<file path="config.mk">
export PLATFORM = sky130hd
export DESIGN_NAME = eprom2716_ctrl
export DESIGN_NICKNAME = d
export VERILOG_FILES = /design/src/rtl/eprom2716_pkg.sv /design/src/rtl/eprom_timer.sv /design/src/rtl/eprom2716_ctrl.sv
export SDC_FILE = /design/constraint.sdc
export NUM_CORES = 1
export LEC_CHECK = 0
export CAP_MARGIN = 20
export CORE_ASPECT_RATIO = 1.4
export CORE_MARGIN = 8
export CORE_UTILIZATION = 48
export CTS_BUF_LIST = sky130_fd_sc_hd__clkbuf_8
export CTS_CLUSTER_SIZE = 30
export DETAILED_ROUTE_END_ITERATION = 12
export PLACE_DENSITY = 0.86
export REMOVE_ABC_BUFFERS = 1
export SETUP_SLACK_MARGIN = 0.3
export SLEW_MARGIN = 20
export SYNTH_ARGS = -nofsm -noshare
export SYNTH_HDL_FRONTEND = slang
export SYNTH_SLANG_ARGS = --single-unit
export TNS_END_PERCENT = 100
</file>
<file path="constraint.sdc">
create_clock -name clk -period 8.2 [get_ports clk]
set_input_delay 1.23 -clock clk [delete_from_list [all_inputs] [get_ports clk]]
set_output_delay 1.23 -clock clk [all_outputs]
set_load 0.02 [all_outputs]
</file>
<file path="src/rtl/eprom2716_pkg.sv">
// eprom2716_pkg: shared widths and FSM state encoding for the 2716 EPROM controller
package eprom2716_pkg;
  localparam int EP_ADDR_W = 11;
  localparam int EP_DATA_W = 8;
  typedef enum logic [2:0] {
    IDLE      = 3'd0,
    RD_ACC    = 3'd1,
    PG_SETUP  = 3'd2,
    PG_PULSE  = 3'd3,
    PG_HOLD   = 3'd4,
    PG_VERIFY = 3'd5
  } state_t;
endpackage

</file>
<file path="src/rtl/eprom_timer.sv">
// eprom_timer: loadable down-counter with zero flag; ports clk, rst_n, ld/val (load), zero (count==0)
module eprom_timer #(
  parameter int CNT_W = 18
) (
  input  logic             clk,
  input  logic             rst_n,
  input  logic             ld,
  input  logic [CNT_W-1:0] val,
  output logic             zero
);
  logic [CNT_W-1:0] cnt;
  always_ff @(posedge clk or negedge rst_n)
    if (!rst_n) cnt <= '0;
    else if (ld) cnt <= val;
    else if (cnt != '0) cnt <= cnt - CNT_W'(1);
  assign zero = cnt == '0;
endmodule

</file>
<file path="src/rtl/eprom2716_ctrl.sv">
// eprom2716_ctrl: 2716 EPROM read / program+verify sequencer; client req/we/addr/wdata -> rdata/ack/busy/verr, device pins ep_*
module eprom2716_ctrl
  import eprom2716_pkg::*;
#(
  parameter int ACC_CYCLES   = 3,
  parameter int SETUP_CYCLES = 2,
  parameter int PGM_CYCLES   = 200000,
  parameter int CNT_W        = 18
) (
  input  logic                 clk,
  input  logic                 rst_n,
  input  logic                 req,
  input  logic                 we,
  input  logic [EP_ADDR_W-1:0] addr,
  input  logic [EP_DATA_W-1:0] wdata,
  output logic [EP_DATA_W-1:0] rdata,
  output logic                 ack,
  output logic                 busy,
  output logic                 verr,
  output logic [EP_ADDR_W-1:0] ep_a,
  output logic [EP_DATA_W-1:0] ep_d_out,
  output logic                 ep_d_oe,
  input  logic [EP_DATA_W-1:0] ep_d_in,
  output logic                 ep_cs_n,
  output logic                 ep_oe_n,
  output logic                 ep_vpp
);
  state_t state, nxt;
  logic acc, done, ld, zero, pg;
  logic [CNT_W-1:0] ld_val;
  always_comb begin
    nxt = state;
    case (state)
      IDLE:              nxt = req ? (we ? PG_SETUP : RD_ACC) : IDLE;
      RD_ACC, PG_VERIFY: nxt = zero ? IDLE : state;
      PG_SETUP:          nxt = zero ? PG_PULSE : state;
      PG_PULSE:          nxt = zero ? PG_HOLD : state;
      PG_HOLD:           nxt = zero ? PG_VERIFY : state;
      default:           nxt = IDLE;
    endcase
  end
  assign acc    = state == IDLE && req;
  assign done   = (state == RD_ACC || state == PG_VERIFY) && zero;
  assign ld     = nxt != state;
  assign pg     = nxt == PG_SETUP || nxt == PG_PULSE || nxt == PG_HOLD;
  assign ld_val = (nxt == RD_ACC || nxt == PG_VERIFY) ? CNT_W'(ACC_CYCLES - 1) :
                  nxt == PG_PULSE ? CNT_W'(PGM_CYCLES - 1) : CNT_W'(SETUP_CYCLES - 1);
  eprom_timer #(.CNT_W(CNT_W)) u_timer (
    .clk  (clk),
    .rst_n(rst_n),
    .ld   (ld),
    .val  (ld_val),
    .zero (zero)
  );
  always_ff @(posedge clk or negedge rst_n)
    if (!rst_n) begin
      state    <= IDLE;
      ep_cs_n  <= 1'b1;
      ep_oe_n  <= 1'b1;
      ep_vpp   <= 1'b0;
      ep_d_oe  <= 1'b0;
      ep_a     <= '0;
      ep_d_out <= '0;
      rdata    <= '0;
      ack      <= 1'b0;
      busy     <= 1'b0;
      verr     <= 1'b0;
    end else begin
      state   <= nxt;
      ep_cs_n <= nxt == IDLE || nxt == PG_PULSE;
      ep_oe_n <= !(nxt == RD_ACC || nxt == PG_VERIFY);
      ep_vpp  <= pg;
      ep_d_oe <= pg;
      busy    <= nxt != IDLE;
      ack     <= done;
      if (acc) ep_a <= addr;
      if (acc && we) ep_d_out <= wdata;
      if (done) rdata <= ep_d_in;
      if (done && state == PG_VERIFY) verr <= ep_d_in != ep_d_out;
    end
endmodule

</file>
## After elaboration in Yosys (flattened, before gate mapping)

Cells that the tools add are included.

- Register bits: 54
- Input port bits: 31
- Output and inout port bits: 34

- $add $sub $neg: 1
- Eq/ne operators: 12
- Multiplexer cells: 11
- Reductions and logical operators: 17

Operators with widths:

| kind | number |
|---|---|
| 18-bit 2-to-1 mux | 4 |
| 18-bit zero test | 1 |
| 18-bit nonzero test | 1 |
| 18-bit by 1-bit subtractor with 18-bit output, second input constant | 1 |
| 3-bit case mux with 5 select lines | 1 |
| 3-bit by 2-bit == test with 1-bit output, second input constant | 4 |
| 3-bit == test, second input constant | 4 |
| 3-bit 2-to-1 mux | 4 |
| 8-bit != test | 1 |
| 3-bit by 1-bit == test with 1-bit output, second input constant | 2 |
| 3-bit zero test | 2 |
| 1-bit logical OR | 5 |
| 1-bit logical AND | 4 |
| 2-bit 2-to-1 mux | 2 |
| 3-bit != test | 1 |
| 3-bit nonzero test | 1 |
| 2-bit nonzero test | 1 |
| 2-bit OR reduction | 1 |
| 1-bit zero test | 1 |

## Longest topological paths before layout

Gate-level depths: netlist of run 1.

- Word-level depth: 7
- Depth in mapped cells: 10

## Hierarchy

A second synthesis of run 1 with hierarchy kept.

- Cell total of the unflattened synthesis: 244
- Area, all modules: 2726.4 um^2

Modules (own cells, without submodules):

| module | instances | cells each | area an instance (um^2) | seq. area each (um^2) |
|---|---|---|---|---|
| eprom2716_ctrl | 1 | 117 | 1585.3 | 903.4 |
| eprom_timer | 1 | 127 | 1141.1 | 450.4 |

## Least setup slack after synthesis of run 1

Ideal clock, no wire load.

- Path kind: register to register
- Start point: reg u_timer.cnt[0]
- End point: reg rdata[0]
- Library setup time: 0.125 ns
- Arrival time: 2.521 ns
- Required time: 8.075 ns
- Slack: 5.554 ns
- Stages on the path, launching flop included: 9
- Period minus slack after synthesis: 2.646 ns
- Path through: dfrtp_1 inv_1 ha_1 or3b_2 buf_2 or4_1 buf_2 nor4_4 mux2_2

- Cells in the longest elaborated chain, start to end: 2

Ends and longest elaborated chain:

| element | line | source |
|---|---|---|
| start, declared | eprom_timer.sv:11 | `logic [CNT_W-1:0] cnt;` |
| start signal, assigned | eprom_timer.sv:14 | `else if (ld) cnt <= val;` |
| start signal, assigned | eprom_timer.sv:15 | `else if (cnt != '0) cnt <= cnt - CNT_W'(1);` |
| 18-bit zero test | eprom_timer.sv:16 | `assign zero = cnt == '0;` |
| 1-bit logical AND | eprom2716_ctrl.sv:43 | `assign done = (state == RD_ACC \|\| state == PG_VERIFY) && zero;` |
| end signal, assigned | eprom2716_ctrl.sv:78 | `if (done) rdata <= ep_d_in;` |
| end, declared | eprom2716_ctrl.sv:16 | `output logic [EP_DATA_W-1:0] rdata,` |

Every way passes these cells.
A chain may end at the register's enable or synchronous reset.

## Worst setup path after layout of run 1

- Start point: reg u_timer.cnt[0]
- End point: reg u_timer.cnt[1]

- Cells in the longest elaborated chain, start to end: 7
- Elaborated cells between the ends (all ways): 18
- Classes of those cells: 1 x add/sub; 4 x eq/ne; 9 x mux; 4 x reduce/logical

Ends and longest elaborated chain:

| element | line | source |
|---|---|---|
| 18-bit zero test | eprom_timer.sv:16 |  |
| 3-bit 2-to-1 mux (on tied branches) | -- |  |
| 3-bit case mux with 5 select lines | eprom2716_ctrl.sv:33 | `case (state)` |
| 3-bit by 2-bit == test with 1-bit output, or another cell as far along | eprom2716_ctrl.sv:47 | `nxt == PG_PULSE ? CNT_W'(PGM_CYCLES - 1) : CNT_W'(SETUP_CYCLES - 1);` |
| 18-bit 2-to-1 mux / 1-bit logical OR (equally long branches) | eprom2716_ctrl.sv:47, eprom2716_ctrl.sv:46 |  |
| 18-bit 2-to-1 mux | eprom2716_ctrl.sv:46 | `assign ld_val = (nxt == RD_ACC \|\| nxt == PG_VERIFY) ? CNT_W'(ACC_CYCLES - 1) :` |
| 18-bit 2-to-1 mux | eprom_timer.sv:14 |  |

Several ways; a longest one is shown, not always the timed one. The select of a mux whose other input is x is not followed.

==> impl_metrics.toml, run 1 <==
[clock_tree]
numClockSinks = 54
root_buffer = "clkbuf_8"
worstSkewPairLatency_ps = 310
cts-resized-gates = 0
numCtsBuffers = 5
htree_levels = 2
cts_hold_buf = 0
cts_setup_buffers = 0
cts_tree = "built"
clk_pin_slew_ps = 90
clk_path_buf_depth = 2

[die]
die-height_um = 102.2
coreArea_mm2 = 0.005159
initial_utilization = 0.4933
die_w_um = 77.54
die_area_mm2 = 0.007921
pin_count = 65
fp-row-count = 31

[cells_and_area]
layout-drive-gt1-share = 0.1643
instances_no_fill = 346
fillers = 396
antenna_cells = 0
nets = 311
area_growth_pct = 30.78

[min_path]
hp-start = "ep_a[7]$_DFFE_PN0P_"
min_path_type = "flip-flop to flip-flop"

[job]
max-cap-violations = 0

[placed_design]
globalplace.congestion = 0.8837
place.detailed.hpwl_um = 4389
port-buffer-count = 64
dpl.cell_count = 338

[sta]
fin_crit_sh = 0.3856
period_needed_ps = 3162
fin_skew_ps = 6.484
slew_headroom = 0.5061
tns_ps = 0
worst_pin_slew_ps = 735.3
slew_violations = 0
hold_viol_final = 0
rsz0062_at_grt = "no"
fmax_mhz = 316.2
setup_viol = 0

[worst_setup_path]
critPathLaunch = "u_timer.cnt[0]$_DFFE_PN0P_"
cp_max_fo = 17
worstSetupStartpointType = "flip-flop"
end_kind = "flip-flop"
cp_data_arrival_time_ps = 3390
reg2reg_from = "u_timer.cnt[0]$_DFFE_PN0P_"
cp.required_ps = 8430
criticalPathCategory = "flip-flop to flip-flop"

[global_routing]
track_usage = 0.1573
first_global_vias = 2112
antenna_found_initial = 0
grt_max_degree = 55
grt_pass1_wl_um = 10060
overflow = 0

[power]
intPower_uw = 369.2
power.share.combinational = 0.050
leakage_nw = 1.436
p_sw_uw = 94.34
power_frac_seq = 0.574
power_density_mw_per_mm2 = 139.3
ir_drop_v = 0.0001057
pwr-share-clk = 0.376
switching_share = 0.2035

[routing]
drc = 0
wirelength_um = 6131
dr.pass1.iters = 4
vias = 2028
wire_per_inst_um = 17.72
via_per_inst = 5.861
antenna_left = 0
first_iter_violations = 108

[yosys]
synth-edff-count = 0
ys_types = 44
synth_flop_cell = "dfrtp_1"
syn_area_per_cell_um2 = 11.73
syn_inst = 217
synth_compound_area_frac = 0.1042
synth.area.mux_share = 0.1367
synth-async-reset-ratio = 1.000
yosys_warnings = 0
synthAdderAreaFrac = 0.004916
synth-seq-cells = 54
syn_area_mm2 = 0.002545
synth-simple-area-share = 0.1293
yosysSeqAreaShare = 0.5320
synth-xor-area-share = 0.06195
synth_top_family_by_area = "multiplexers"

[status]
status = "finished, final reports clean"
==> placed cells by master, fill, tap and decap left out, drive strengths merged, types with 2 or more instances in the layout <==
| cell type | count |
|---|---|
| clkdlybuf4s50 | 63 |
| dfrtp | 52 |
| mux2 | 30 |
| xnor2 | 15 |
| o21ai | 13 |
| nand2 | 10 |
| a21oi | 10 |
| nor3 | 9 |
| inv | 8 |
| nor2 | 7 |
| or4 | 7 |
| or3 | 6 |
| o31ai | 5 |
| clkbuf | 5 |
| nor4 | 5 |
| nand2b | 3 |
| xor2 | 3 |
| buf | 3 |
| a31oi | 2 |
| nand3 | 2 |
| nand4 | 2 |
| dfstp | 2 |
| a2111oi | 2 |
==> cells by family (layout without fill, tap and decap cells) <==
group | count (synthesis) | after routing
XOR/XNOR | 18 | 18
multiplexers | 31 | 31
AO/OA/AOI/OAI | 41 | 41
adder cells (fa/ha/maj) | 1 | 1
AND/OR/NAND/NOR | 55 | 55
buffers and inverters | 17 | 80
flip-flops | 54 | 54
==> state kept, by name, summed over array words and instances (netlist names) <==
name         flops
ack              1
busy             1
ep_a            11
ep_cs_n          1
ep_d_out         8
ep_oe_n          1
ep_vpp           1
rdata            8
state            3
u_timer.cnt     18
verr             1
==> Yosys cell counts (2+ instances only) <==
library cell / instances / area [um^2]
nand2_1: 10 / 37.54
dfrtp_1: 52 / 1301
dfstp_2: 2 / 52.55
nand2b_1: 3 / 18.77
a31oi_1: 2 / 12.51
xnor2_1: 15 / 131.4
or4_1: 6 / 45.04
nor3_1: 8 / 40.04
inv_1: 6 / 22.52
o21ai_0: 13 / 65.06
or3_1: 6 / 37.54
nand3_1: 2 / 10.01
nor2_1: 7 / 26.28
a21oi_1: 10 / 50.05
o31ai_1: 5 / 37.54
buf_2: 3 / 15.01
nand4_1: 2 / 12.51
xor2_1: 3 / 26.28
nor4_1: 4 / 25.02
mux2_2: 30 / 337.8
clkbuf_1: 5 / 18.77
==> per-stage QoR <==
step	utilization	hold WS, ps	setup WS [ps]	total power, mW	instance area [um^2]
2_1_floorplan	-	515.3	4995	0.2738	2489
3_3_place_gp	0.6245	488.9	5057	0.2947	3222
3_5_place_dp	0.6245	494.9	5051	0.2949	3222
4_1_cts	0.6452	515.2	5037	0.4660	3328
5_1_grt	0.6452	532.7	4924	0.4758	3328
6_report	0.6452	509.8	5038	0.4635	3328
==> critical path, stage by stage (launching register included) <==
cell and delay, ps:
dfrtp_1 440, inv_1 90, ha_1 200, or3b_2 570, or4_1 620, nor3_4 580
mux2_2 410, o21ai_0 170
==> power by group through the flow <==
stage / Combinational (mW) / Clock [mW] / Sequential [mW]
2_1_floorplan: 0.00239 / 0 / 0.271
3_3_place_gp: 0.0233 / 0 / 0.271
3_5_place_dp: 0.0236 / 0 / 0.271
4_1_cts: 0.0236 / 0.176 / 0.266
5_1_grt: 0.0255 / 0.184 / 0.266
6_report: 0.0230 / 0.174 / 0.266
==> layer usage <==
layer  up-vias  global-route usage  routed length, um
met5         -                   0                  0
met4         0             0.05685                132
met3        14             0.04225                357
met2        78              0.2809               3328
met1      1023              0.1756               2313
li1        913                   -                  -
==> worst paths after layout <==
check,cells after the start,slack (ps),to
max in group asynchronous,2,6720,ep_a[8]$_DFFE_PN0P_
hold / removal,1,510,ep_a[7]$_DFFE_PN0P_
hold reg to reg,1,510,ep_a[7]$_DFFE_PN0P_
min in group asynchronous,2,1030,u_timer.cnt[13]$_DFFE_PN0P_
setup / recovery,7,5040,u_timer.cnt[1]$_DFFE_PN0P_
setup reg to reg,7,5040,u_timer.cnt[1]$_DFFE_PN0P_
==> area by class of cell <==
type	instances	area, um^2	area share
sequential	54	1354	0.4068
multi-input combinational	146	1112	0.3342
timing repair buffer	66	650.6	0.1955
tap	66	82.58	0.02481
clock buffer	5	68.82	0.02068
clock inverter	3	37.54	0.01128
inverter	6	22.52	0.006767
No activity file was read; power rests on OpenSTA's default activity.
==> inputs of run 2 (changes only) <==
CORE_UTILIZATION = 46   (was 48)
clock period = 2.8 ns   (was 8.2 ns; I/O delays follow)
==> run 2 against run 1 <==
Compared with the run above: clock-buffer cell count rose by 1; flip-flop and latch count unchanged; non-clock buffer count is 18 higher; first-iteration DRC count rose by 55%; global-route usage fell by 0.23 points; clock skew grew 1.5 ps; highest routed layer unchanged.
==> impl_metrics.toml, run 2 (synthesis gave the netlist of run 1 again) <==
[clock_tree]
cts_hold_buf = 0
htree_levels = 2
root_buffer = "clkbuf_8"
numCtsBuffers = 5
numClockSinks = 54
clk_pin_slew_ps = 100
cts_tree = "built"
clk_path_buf_depth = 2
worstSkewPairLatency_ps = 310

[global_routing]
grtUsageMet1 = 0.1688
grtUsageMet2 = 0.2638
grt_pass1_wl_um = 10290
grt.met3_usage = 0.05709
antenna_found_initial = 0
busiest_layer = "met2"
overflow = 0
first_global_vias = 2093
track_usage = 0.1550
grt_max_degree = 31

[cells_and_area]
top_regs = "u_timer.cnt (18), ep_a (11)"
stdcell_area_mm2 = 0.003507
fillers = 437
area_growth_pct = 37.81
utilization = 0.6441
largest-register = "u_timer.cnt"
register_area_mm2 = 0.001354
layout-drive-gt1-share = 0.2349
final_common_cell = "clkdlybuf4s50_1"
antenna_cells = 0
instances_no_fill = 366
multi_input_area_mm2 = 0.001140
largest_register_ffs = 18
final_cell_mix = "clkdlybuf4s50_1 (63), dfrtp_1 (52), mux2_2 (29)"
nets = 329

[routing]
first_iter_violations = 167
vias = 2065
dr.pass1.iters = 4
wire_per_inst_um = 17.06
via_per_inst = 5.642
wirelength_um = 6245
drc = 0
antenna_left = 0

[placed_design]
place.detailed.hpwl_um = 4520
dpl.cell_count = 349
port-buffer-count = 64
globalplace.congestion = 0.8886
postPlaceCellArea_mm2 = 0.003292

[die]
coreArea_mm2 = 0.005445
pin_count = 65
die_area_mm2 = 0.008203
die-height_um = 104.0
fp-row-count = 32
die_w_um = 78.87
initial_utilization = 0.4674

[worst_setup_path]
cp.required_ps = 3000
end_kind = "flip-flop"
worstSetupStartpointType = "flip-flop"
cp_data_arrival_time_ps = 2630
criticalPathCategory = "flip-flop to flip-flop"
reg2regPathDepth = 6
cp_max_fo = 5

[sta]
rsz0062_at_grt = "no"
period_needed_ps = 2427
worst_pin_slew_ps = 674.4
hold_viol_final = 0
slew_violations = 0
fmax_mhz = 412.0
fin_crit_sh = 0.8669
setup_viol = 0
hold_slack_ps = 135.7
slew_headroom = 0.5504
fin_skew_ps = 8.012

[power]
report.power.total_mw = 1.382
ir_drop_v = 0.0003053
power_density_mw_per_mm2 = 394.2
leakage_nw = 1.534

[status]
status = "finished, final reports clean"

[job]
max-cap-violations = 0

[min_path]
min_path_type = "input port to asynchronous set/reset pin"
## run 2: final timing paths
kind                                             from                           to  slack (ps)
max                        u_timer.cnt[9]$_DFFE_PN0P_  u_timer.cnt[14]$_DFFE_PN0P_         370
min                                             rst_n             ep_vpp$_DFF_PN0_         140
max reg2reg                u_timer.cnt[9]$_DFFE_PN0P_  u_timer.cnt[14]$_DFFE_PN0P_         370
min reg2reg                       ep_a[5]$_DFFE_PN0P_          ep_a[5]$_DFFE_PN0P_         510
max in group asynchronous                       rst_n            ep_oe_n$_DFF_PN1_        1900
min in group clk                  ep_a[5]$_DFFE_PN0P_          ep_a[5]$_DFFE_PN0P_         510
## run 2: report_power, final
part | internal (mW) | switching, mW | total, mW
Combinational | 0.0421 | 0.0267 | 0.0688
Clock | 0.288 | 0.246 | 0.534
Sequential | 0.779 | 0 | 0.779
Total | 1.11 | 0.273 | 1.38
## run 2: per-stage QoR
step / setup TNS (ps) / worst slack, ps
detailed placement: 0 / 114.1
global route: 0 / 291.8
global placement: 0 / 189.5
CTS: 0 / 313.2
finish: 0 / 372.7
floorplan: -1901 / -405.0
## run 2: repair_timing
action,4_1_cts,5_1_grt
resized for setup,6,2
setup endpoints to repair,27,25
pin swaps,2,4
setup buffers,5,4
## run 2: layout make-up
class	instances	area share
clock buffers	6	0.02355
clock inverters	2	0.009633
inverters	6	0.006422
multi-input cells	146	0.3250
flip-flops and latches	54	0.3860
well taps	68	0.02426
repair buffers	84	0.2251
## run 2: worst max-delay path, stage by stage, from the launching register on
cell and delay [ps]:
dfrtp_1 420, or4_4 560, or4_4 560, buf_4 170, a2111oi_2 380, xnor2_1 160, nor2_1 60
## run 2: per-layer routing
metal	vias to the layer above	share of wire
met5	-	0
met3	19	0.082
met4	0	0.025
met1	1012	0.37
met2	91	0.52
li1	943	-
==> inputs of run 3 (changes only) <==
SETUP_SLACK_MARGIN = not set   (was 0.3)
==> run 3 against run 2 <==
Compared with the run above: final cell count shrank 1.9%; critical endpoint is now u_timer.cnt[0]$_DFFE_PN0P_; global-route usage shrank 0.41 points; flip-flop and latch count is the same; critical path type unchanged; clock-buffer cell count is the same.
==> impl_metrics.toml, run 3 (synthesis gave the netlist of run 1 again) <==
[die]
pin_count = 65
die-height_um = 104.0
die_w_um = 78.87
die_area_mm2 = 0.008203
initial_utilization = 0.4674
fp-row-count = 32
coreArea_mm2 = 0.005445

[global_routing]
first_global_vias = 2029
grt_max_degree = 31
grt_pass1_wl_um = 10030
track_usage = 0.1509
overflow = 0
antenna_found_initial = 0

[worst_setup_path]
r2r_slack_ps = 220
worstSetupStartpointType = "flip-flop"
cp.required_ps = 3000
cp_max_fo = 6
criticalPathCategory = "flip-flop to flip-flop"
crit_end = "u_timer.cnt[0]$_DFFE_PN0P_"
reg2reg_to = "u_timer.cnt[0]$_DFFE_PN0P_"
cp_data_arrival_time_ps = 2780
critPathLaunch = "u_timer.cnt[0]$_DFFE_PN0P_"
crit_chain = "inv_1 > ha_1 > or3b_2 > or4_4 > nor3_4 > buf_4 > xnor2_1 > mux2_2"
reg2reg_from = "u_timer.cnt[0]$_DFFE_PN0P_"
max_stage_delay_ps = 500
end_kind = "flip-flop"
reg2regPathDepth = 8
slowest_stage = "or4_4"

[routing]
dr_wl_met2_um = 3170
top_layer = "met4"
wl_met1_um = 2235
antenna_left = 0
first_iter_violations = 126
dr.pass1.iters = 4
wire_per_inst_um = 16.79
vias = 2008
via_per_inst = 5.593
met3_length_um = 467
wirelength_um = 6027
drc = 0

[clock_tree]
numCtsBuffers = 5
root_buffer = "clkbuf_8"
worstSkewPairLatency_ps = 310
clk_pin_slew_ps = 100
htree_levels = 2
cts_tree = "built"
cts_hold_buf = 0
clk_path_buf_depth = 2
numClockSinks = 54

[cells_and_area]
final_cell_mix = "clkdlybuf4s50_1 (63), dfrtp_1 (52), mux2_2 (30)"
largest-register = "u_timer.cnt"
largest_register_ffs = 18
top_regs = "u_timer.cnt (18), ep_a (11)"
final_common_cell = "clkdlybuf4s50_1"
utilization = 0.6307
nets = 322
antenna_cells = 0
area_growth_pct = 34.96
layout-drive-gt1-share = 0.2062
fillers = 444
stdcell_area_mm2 = 0.003435

[power]
intPower_mw = 1.110
pwr-share-clk = 0.386
power_density_mw_per_mm2 = 402.2
power_frac_seq = 0.564
report.power.total_mw = 1.381
leakage_nw = 1.503
ir_drop_v = 0.0003053
switching_share = 0.1968
p_sw_uw = 271.9
power.share.combinational = 0.050

[placed_design]
globalplace.congestion = 0.8886
place.detailed.hpwl_um = 4520
dp_slack_ps = 114.1
postPlaceCellArea_mm2 = 0.003292
port-buffer-count = 64

[sta]
worst_pin_slew_ps = 673.0
fin_crit_sh = 0.9217
rsz0062_at_grt = "no"
slew_violations = 0
fin_skew_ps = 7.563
period_needed_ps = 2581
hold_viol_final = 0
fmax_mhz = 387.5
fin_ws_ps = 219.1
setup_viol = 0
slew_headroom = 0.5513

[min_path]
min_path_type = "input port to asynchronous set/reset pin"

[status]
status = "finished, final reports clean"

[job]
max-cap-violations = 0
==> run 3: changes by cell type in the layout (fill, tap and decap cells not counted), sizes merged <==
cell and delta:
buf -7
==> run 3: cell type report <==
class                      count  area [um^2]  share of cell area
sequential                    54         1354              0.3942
multi-input combinational    146         1124              0.3271
timing repair buffer          77        733.2              0.2135
tap                           68        85.08             0.02477
clock buffer                   6        82.58             0.02404
clock inverter                 2        33.78            0.009836
inverter                       6        22.52            0.006557
==> run 3: how the worst min path moves through the flow <==
stage	end	slack [ps]	cells past startpoint
2_1_floorplan	ack$_DFF_PN0_	120	0
3_3_place_gp	u_timer.cnt[14]$_DFFE_PN0P_	490	1
3_5_place_dp	rdata[0]$_DFFE_PN0P_	490	1
4_1_cts	ep_vpp$_DFF_PN0_	160	1
5_1_grt	ep_vpp$_DFF_PN0_	180	1
6_report	ep_vpp$_DFF_PN0_	140	1
==> run 3: power groups by stage <==
| stage | registers (mW) | logic (mW) | clock network (mW) |
|---|---|---|---|
| final | 0.779 | 0.0688 | 0.533 |
| after global routing | 0.779 | 0.0763 | 0.576 |
| after CTS | 0.779 | 0.0709 | 0.542 |
| after detailed placement | 0.795 | 0.0703 | 0 |
| after global placement | 0.795 | 0.0690 | 0 |
| after floorplan | 0.795 | 0.00701 | 0 |
==> run 3: worst max-delay path: cells and delay by family, from the launching register on <==
kind	cells	cell delay [ps]
XOR/XNOR	1	60
adder cells (fa/ha/maj)	1	170
buffers and inverters	2	270
flip-flops	1	440
multiplexers	1	260
AND/OR/NAND/NOR	3	1270
==> run 3: timing repair <==
action | in CTS | in global routing
gates resized for setup | 0 | 2
endpoints found under the setup margin | 0 | 8
buffers inserted | 0 | 2
==> run 3: stage by stage <==
stage / hold slack (ps) / instances / setup TNS, ps
final: 138.0 / 359 / 0
after global routing: 184.4 / 359 / 0
after CTS: 157.4 / 357 / 0
after detailed placement: 493.9 / 349 / 0
after global placement: 488.3 / 349 / 0
after floorplan: 124.4 / 206 / -1901
==> run 3: per-layer routing <==
layer | GRT usage | vias to the layer above
li1 | - | 927
met1 | 0.1684 | 988
met2 | 0.2537 | 78
met3 | 0.05623 | 15
met4 | 0.05319 | 0
met5 | 0 | -
